$ cat src/rtl/four_port_bus_arbiter_pkg.sv
// Shared types and constants for the four-port round-robin bus arbiter.
package four_port_bus_arbiter_pkg;

  localparam int unsigned NumReq = 4;

  typedef enum logic {
    StIdle = 1'b0,
    StBusy = 1'b1
  } state_e;

  localparam logic [1:0] ReqIdx0 = 2'd0;
  localparam logic [1:0] ReqIdx1 = 2'd1;
  localparam logic [1:0] ReqIdx2 = 2'd2;
  localparam logic [1:0] ReqIdx3 = 2'd3;

endpackage

$ cat src/rtl/four_port_bus_arbiter_if.sv
// Requester/bus signal bundle; master is the arbiter's view, slave the environment's view.
interface four_port_bus_arbiter_if #(
  parameter int unsigned DWIDTH = 64
);
  logic [3:0]        Req;
  logic [DWIDTH-1:0] Req_data_1;
  logic [DWIDTH-1:0] Req_data_2;
  logic [DWIDTH-1:0] Req_data_3;
  logic [DWIDTH-1:0] Req_data_4;
  logic              Bus_done;
  logic              Bus_valid;
  logic [DWIDTH-1:0] Bus_data;
  logic [1:0]        Sel;
  logic [3:0]        Grant;
  logic [3:0]        Done;
  logic [3:0]        Err;

  modport master (
    input  Req, Req_data_1, Req_data_2, Req_data_3, Req_data_4, Bus_done,
    output Bus_valid, Bus_data, Sel, Grant, Done, Err
  );

  modport slave (
    output Req, Req_data_1, Req_data_2, Req_data_3, Req_data_4, Bus_done,
    input  Bus_valid, Bus_data, Sel, Grant, Done, Err
  );
endinterface

$ cat src/rtl/four_port_bus_arbiter_four_to_1_mux.sv
// Payload steering mux: select index 0..3 picks input 1..4.
module four_to_1_mux
  import four_port_bus_arbiter_pkg::*;
#(
  parameter int unsigned DWIDTH = 64
) (
  input  logic [1:0]        sel_i,
  input  logic [DWIDTH-1:0] in_1_i,
  input  logic [DWIDTH-1:0] in_2_i,
  input  logic [DWIDTH-1:0] in_3_i,
  input  logic [DWIDTH-1:0] in_4_i,
  output logic [DWIDTH-1:0] data_o
);

  always_comb begin
    data_o = '0;
    unique case (sel_i)
      ReqIdx0: data_o = in_1_i;
      ReqIdx1: data_o = in_2_i;
      ReqIdx2: data_o = in_3_i;
      ReqIdx3: data_o = in_4_i;
    endcase
  end

endmodule

$ cat src/rtl/four_port_bus_arbiter.sv
// Round-robin arbiter sharing one bus among four requesters with done/timeout handshake.
module four_port_bus_arbiter
  import four_port_bus_arbiter_pkg::*;
#(
  parameter int unsigned DWIDTH  = 64,
  parameter int unsigned TIMEOUT = 16
) (
  input logic                     clk,
  input logic                     reset,
  four_port_bus_arbiter_if.master bus
);

  localparam int unsigned   CntW   = $clog2(TIMEOUT);
  localparam logic [CntW-1:0] CntMax = CntW'(TIMEOUT - 1);

  // First asserted request searching last+1, last+2, last+3, last.
  function automatic logic [1:0] rr_pick(input logic [3:0] req, input logic [1:0] last);
    logic [1:0] idx;
    logic [1:0] win;
    win = last;
    for (int k = NumReq; k >= 1; k--) begin
      idx = last + 2'(k);
      if (req[idx]) win = idx;
    end
    return win;
  endfunction

  state_e          state_q, state_d;
  logic [1:0]      sel_q, sel_d;
  logic [3:0]      grant_q, grant_d;
  logic [1:0]      last_q, last_d;
  logic [CntW-1:0] cnt_q, cnt_d;

  logic       bus_valid;
  logic [3:0] done;
  logic [3:0] err;
  logic [1:0] winner;

  assign winner = rr_pick(bus.Req, last_q);

  always_ff @(posedge clk) begin
    if (reset) begin
      state_q <= StIdle;
      sel_q   <= ReqIdx0;
      grant_q <= '0;
      last_q  <= ReqIdx3;
      cnt_q   <= '0;
    end else begin
      state_q <= state_d;
      sel_q   <= sel_d;
      grant_q <= grant_d;
      last_q  <= last_d;
      cnt_q   <= cnt_d;
    end
  end

  always_comb begin
    state_d   = state_q;
    sel_d     = sel_q;
    grant_d   = grant_q;
    last_d    = last_q;
    cnt_d     = cnt_q;
    bus_valid = 1'b0;
    done      = '0;
    err       = '0;

    unique case (state_q)
      StIdle: begin
        if (bus.Req != 4'b0000) begin
          sel_d   = winner;
          grant_d = 4'b0001 << winner;
          cnt_d   = '0;
          state_d = StBusy;
        end
      end
      StBusy: begin
        bus_valid = 1'b1;
        if (cnt_q != CntMax) cnt_d = cnt_q + CntW'(1);
        // Done takes priority over a timeout landing in the same cycle.
        if (bus.Bus_done) begin
          done    = grant_q;
          last_d  = sel_q;
          grant_d = '0;
          state_d = StIdle;
        end else if (cnt_q == CntMax) begin
          err     = grant_q;
          last_d  = sel_q;
          grant_d = '0;
          state_d = StIdle;
        end
      end
    endcase

    // A reset-aborted transaction must not report completion or timeout.
    if (reset) begin
      done = '0;
      err  = '0;
    end
  end

  assign bus.Bus_valid = bus_valid;
  assign bus.Sel       = sel_q;
  assign bus.Grant     = grant_q;
  assign bus.Done      = done;
  assign bus.Err       = err;

  four_to_1_mux #(
    .DWIDTH (DWIDTH)
  ) u_mux (
    .sel_i  (sel_q),
    .in_1_i (bus.Req_data_1),
    .in_2_i (bus.Req_data_2),
    .in_3_i (bus.Req_data_3),
    .in_4_i (bus.Req_data_4),
    .data_o (bus.Bus_data)
  );

endmodule

$ cat src/flat_wrapper.sv
// flat-port wrapper written by rule: the top's interface ports become plain ports
module four_port_bus_arbiter_flat import four_port_bus_arbiter_pkg::*;
#(
  parameter int unsigned DWIDTH  = 64,
  parameter int unsigned TIMEOUT = 16
)
  (clk, reset, bus_Req, bus_Req_data_1, bus_Req_data_2, bus_Req_data_3, bus_Req_data_4, bus_Bus_done, bus_Bus_valid, bus_Bus_data, bus_Sel, bus_Grant, bus_Done, bus_Err);
  four_port_bus_arbiter_if #(.DWIDTH(DWIDTH)) bus_i ();
  input logic clk;
  input logic reset;
  input wire logic [$bits(bus_i.Req)-1:0] bus_Req;
  input wire logic [$bits(bus_i.Req_data_1)-1:0] bus_Req_data_1;
  input wire logic [$bits(bus_i.Req_data_2)-1:0] bus_Req_data_2;
  input wire logic [$bits(bus_i.Req_data_3)-1:0] bus_Req_data_3;
  input wire logic [$bits(bus_i.Req_data_4)-1:0] bus_Req_data_4;
  input wire logic [$bits(bus_i.Bus_done)-1:0] bus_Bus_done;
  output wire logic [$bits(bus_i.Bus_valid)-1:0] bus_Bus_valid;
  output wire logic [$bits(bus_i.Bus_data)-1:0] bus_Bus_data;
  output wire logic [$bits(bus_i.Sel)-1:0] bus_Sel;
  output wire logic [$bits(bus_i.Grant)-1:0] bus_Grant;
  output wire logic [$bits(bus_i.Done)-1:0] bus_Done;
  output wire logic [$bits(bus_i.Err)-1:0] bus_Err;
  assign bus_i.Req = bus_Req;
  assign bus_i.Req_data_1 = bus_Req_data_1;
  assign bus_i.Req_data_2 = bus_Req_data_2;
  assign bus_i.Req_data_3 = bus_Req_data_3;
  assign bus_i.Req_data_4 = bus_Req_data_4;
  assign bus_i.Bus_done = bus_Bus_done;
  assign bus_Bus_valid = bus_i.Bus_valid;
  assign bus_Bus_data = bus_i.Bus_data;
  assign bus_Sel = bus_i.Sel;
  assign bus_Grant = bus_i.Grant;
  assign bus_Done = bus_i.Done;
  assign bus_Err = bus_i.Err;
  four_port_bus_arbiter #(.DWIDTH(DWIDTH), .TIMEOUT(TIMEOUT)) u_core (.clk(clk), .reset(reset), .bus(bus_i));
endmodule
$ cat config.mk
export PLATFORM = sky130hd
export DESIGN_NAME = four_port_bus_arbiter_flat
export DESIGN_NICKNAME = d
export VERILOG_FILES = /design/src/rtl/four_port_bus_arbiter_pkg.sv /design/src/rtl/four_port_bus_arbiter_if.sv /design/src/rtl/four_port_bus_arbiter_four_to_1_mux.sv /design/src/rtl/four_port_bus_arbiter.sv /design/src/flat_wrapper.sv
export SDC_FILE = /design/constraint.sdc
export NUM_CORES = 1
export LEC_CHECK = 0
export BUFFER_PORTS_ARGS = -buffer_cell sky130_fd_sc_hd__buf_2
export CAP_MARGIN = 20
export CORE_AREA = 8 8 128 130
export DETAILED_ROUTE_END_ITERATION = 6
export DIE_AREA = 0 0 136 138
export HOLD_SLACK_MARGIN = 0.15
export MAX_ROUTING_LAYER = met4
export SKIP_LAST_GASP = 1
export SLEW_MARGIN = 20
export SYNTH_ARGS = -nofsm -noshare
export SYNTH_HDL_FRONTEND = slang
export SYNTH_SLANG_ARGS = --single-unit
$ cat constraint.sdc
create_clock -name clk -period 3.4 [get_ports clk]
set_clock_uncertainty 0.2 [all_clocks]
set_input_delay 0.51 -clock clk [delete_from_list [all_inputs] [get_ports clk]]
set_output_delay 0.51 -clock clk [all_outputs]
set_load 0.03 [all_outputs]
# After elaboration in Yosys (flattened, before gate mapping)
# Cells that the tools add are included.
# word_totals
ff_bits,13
word_cells,60
inputBits,263
output_inout_bits,79
# op_classes
addsub,4
shift,1
n_bitwise,1
eq_ne,8
mux,31
order_cmp,3
reduce_logical,7
# ops
op,count
case mux 64 bit (4 select lines),1
two-way mux 4 bit,12
case mux 4 bit (2 select lines),2
two-way mux 2 bit,5
less-than comparator 2 x 3 -> 1 bit (second input constant),3
AND reduction 2 bit,4
two-way mux 1 bit,7
binary-select mux 1 bit (select 2 bit),3
adder 2 bit (second input constant),2
adder 4 x 1 -> 4 bit (second input constant),1
== test 2 bit (second input constant),2
== test 4 bit (second input constant),1
!= test 4 bit (second input constant),1
nonzero test 4 bit,1
<< shifter 1 x 2 -> 4 bit (first input constant),1
!= test 3 bit (second input constant),1
adder 2 x 1 -> 2 bit (second input constant),1
== test 2 x 1 -> 1 bit (second input constant),1
logical NOT 2 bit,1
!= test 2 x 1 -> 1 bit (second input constant),1
!= test 2 bit (second input constant),1
case mux 1 bit (2 select lines),1
nonzero test 2 bit,1
inverter 1 bit,1

# Logic depth before layout (Yosys ltp)
# depth
depth_word,9
depth_mapped,5
mapped_depth_nobuf,5

# By module
# Synthesis repeated with hierarchy kept, for this count alone.
# unflattened
hier_cells,160
area_unflattened_um2,2351.0
# by_module_without_submodules
module,area_each_um2,seq_area_each_um2,cells_per_inst,n_inst
four_to_1_mux,1622.8,0.0,78,1
four_port_bus_arbiter,728.2,260.2,82,1

# Least setup slack after synthesis
# Ideal clock, no wire load.
# synth_path
path_type,flip-flop to output port
start,register u_core.sel_q[0] (netlist: u_core.bus.Sel[0])
end,output port bus_Bus_data[0]
path_stages_with_launch,4
arrival_ns,1.539
t_required_ns,2.690
n_path_buf,2
slack_ns,1.151
cell_sequence,dfxtp_1 buf_6 buf_6 mux4_2
# synth_via
elab_chain_len,2
elab_cells_between_ends,5
cone_classes,3 x eq/ne; 1 x mux; 1 x reduce/logical
# synth_rtl
item,line_no,source
from (decl),four_port_bus_arbiter.sv:29,"logic [1:0] sel_q, sel_d;"
from (signal assigned),four_port_bus_arbiter.sv:44,sel_q <= ReqIdx0;
from (signal assigned),four_port_bus_arbiter.sv:50,sel_q <= sel_d;
== test 2 bit (tied with other cells),four_port_bus_arbiter_four_to_1_mux.sv:17,unique case (sel_i)
case mux 64 bit (4 select lines) *,four_port_bus_arbiter_four_to_1_mux.sv:17,
to (decl),flat_wrapper.sv:18,output wire logic [$bits(bus_i.Bus_data)-1:0] bus_Bus_data;
# Mark *: on every way between the ends. The rest lies on a longest branch, timed or not.

# Final worst setup path
# layout_path
start,register u_core.sel_q[1] (netlist: u_core.bus.Sel[1])
end,output port bus_Bus_data[50]
# Same word-level chain as after synthesis.

==> reports/metrics.csv <==
metric;value;unit
status;complete, no violations;
Synth Area per Inst;13.7;um^2
die area;18800;um^2
worst hold start;u_core.cnt_q[1]$_SDFFE_PP0P_;
total negative slack;0;ns
Die X;136;um
LEAKAGE;2.05;nW
Wirelength per Cell;21.8;um
Routed Antenna Nets;0;
Die Y;138;um
Max Root-Sink Buffers;2;
setup slack after layout;0.734;ns
Setup WS pre-CTS;0.986;ns
Via density;4.57;
Worst-Margin Slew;0.711;ns
post-synth top area cell;mux4_2;
Top FF cell, synth;dfxtp_1;
Crit path arrival time;1.96;ns
CTS sink count;13;
initial antenna violation count;3;
Worst R2R Start;u_core.cnt_q[0]$_SDFFE_PP0P_;
Internal;0.736;mW
number of flops mapped to enable cells by yosys;0;
Max Clk Rate;375;MHz
Initial Util;15.8;%
register share of total power;15.0;%
# resized after CTS;0;
root buf cell;clkbuf_16;
Port Buffers;341;
CP max stage cell;dfxtp_2;
Async SR Flop Fraction;0;%
Combinational Power Share;68.3;%
FILL cells;1539;
max-slew violations;0;
Netlist cell types;34;
Final Wtd Congestion;0.911;
Rows;44;
worst rel slew slack;52.6;%
top area cells in the synthesized netlist;mux4_2 64%, dfxtp_1 11%, buf_6 3.0%, buf_2 2.0%, nand4b_1 1.9%;
layout cells sized above 1;84.5;%
Syn Nets;429;
pin count of the biggest net entering global routing;40;
CP Max Fanout;36;
final net count;762;
clock period minus worst slack;2.67;ns
crit path from;u_core.bus.Sel[1]$_SDFFE_PP0P_;
Reg area;265;um^2
hpwl dp;13600;um
via count;3127;
Final Util;29.6;%
I/O Pins;342;
Worst Hold Class;register to register;
Remaining Overflow, GRT;0;
switching share of power;45.5;%
Switch Pwr;0.614;mW
hold buffer count at CTS;0;
CTS clock-pin slew for the worst setup and hold paths;0.05;ns
share of power burned in the clock network;16.7;%
PD cells;319;nW/um^2
sequential share of the synthesized area;11.5;%
DRT iter0 DRCs;138;
area of the multi-input gates;1870;um^2
Post-Syn Instances;165;
RSZ-0062 raised after global routing;false;
CP required;2.69;ns
CP peak stage delay;0.78;ns
first-pass GRT wire length;21200;um
final period utilization;78.4;%
# setup viols final;0;
max-cap violations;0;
synth cell count leaders;64 x mux4_2, 13 x dfxtp_1, 9 x buf_2;
Tot GR Track Use;15.0;%
CP Capture Type;primary output;
most frequent cell after synthesis;mux4_2;
crit path kind;register to primary output;
Setup Fix Bufs, Post-CTS;0;
Final Hold Fails;0;
DRC violations left;0;
first-pass iteration count of the detailed router;4;
flops & latches, synth;13;
core region area;14300;um^2
vias in the first global route;3428;
crit-path cells;buf_12 > mux4_2 > buf_2;
Synth Cell Area;2270;um^2
Area Growth Syn to Fin;86.6;%
H-tree depth;1;
peak supply drop;0.160;mV
Worst Setup Start Kind;register;
WL final;14900;um
CTS tree;done;
synth warn;0;
Yosys top cell area share;63.6;%
Skew-Pair Late Insertion Delay;0.24;ns
TritonCTS buffer count;3;
==> final cells by class <==
cell class	instances	share of cell area [%]
diodes	3	0.177
repair buffers	345	41.6
inverters	4	0.355
clock buffers	4	1.86
multi-input cells	131	44.2
well taps	184	5.44
flip-flops and latches	13	6.27
==> cell families after synthesis <==
kind of cell	Yosys count	synth area share, %
AO/OA/AOI/OAI	26	7.78
adder cells (fa/ha/maj)	1	0.552
buffers and inverters	21	5.96
flip-flops	13	11.5
multiplexers	64	63.6
AND/OR/NAND/NOR	40	10.7
==> final timing paths <==
path                                                      end  slack, ns  cells after the start
worst max-delay path                         bus_Bus_data[50]       0.73                      3
worst min-delay path             u_core.cnt_q[1]$_SDFFE_PP0P_       0.31                      2
worst max register to register  u_core.last_q[0]$_SDFFE_PP1P_       1.61                      5
worst min register to register   u_core.cnt_q[1]$_SDFFE_PP0P_       0.31                      2
==> power groups by stage <==
stage,clock network [mW],logic [mW],registers (mW)
after global placement,0,0.923,0.206
after global routing,0.231,0.976,0.206
final,0.226,0.922,0.202
after detailed placement,0,0.930,0.206
after CTS,0.224,0.933,0.203
after floorplan,0,0.614,0.193
==> registers in the layout, summed over array words and instances, names as in the netlist <==
register / cells
u_core.bus.Sel: 2
u_core.state_q: 1
u_core.cnt_q: 4
u_core.last_q: 2
u_core.bus.Grant: 4
==> metal layers <==
layer | vias up | GRT usage (%) | share of wire (%)
li1 | 1403 | - | -
met1 | 1516 | 17.9 | 37
met2 | 202 | 25.7 | 51
met3 | 6 | 2.97 | 11
met4 | 0 | 2.49 | 0.90
met5 | - | - | 0
==> worst max-delay path, delay by kind of cell, from the launching register on <==
| kind | cells | cell delay, ns |
|---|---|---|
| mux | 1 | 0.39 |
| buf+inv | 2 | 0.51 |
| flops | 1 | 0.78 |
==> placed cells by master (no fill, tap or decap), drive strengths merged, types with 2 or more instances in the layout <==
cell,n
mux4,64
a21o,2
inv,4
and3,5
or2,2
a221oi,2
o21ai,8
a21oi,7
nand2,2
clkbuf,4
a211o,3
diode,3
nor2,7
and2,4
nand4b,5
dfxtp,13
nand3,7
nand2b,4
buf,345
nor4,2
==> per-stage QoR <==
stage	instance area (um^2)	std cells	power (mW)	hold slack, ns
floorplan	2270	165	0.808	0.278
global placement	4140	677	1.13	0.302
detailed placement	4140	677	1.14	0.303
CTS	4220	681	1.36	0.310
global route	4230	684	1.41	0.337
finish	4230	684	1.35	0.308
Note: power is estimated with default switching activity, not from simulation.
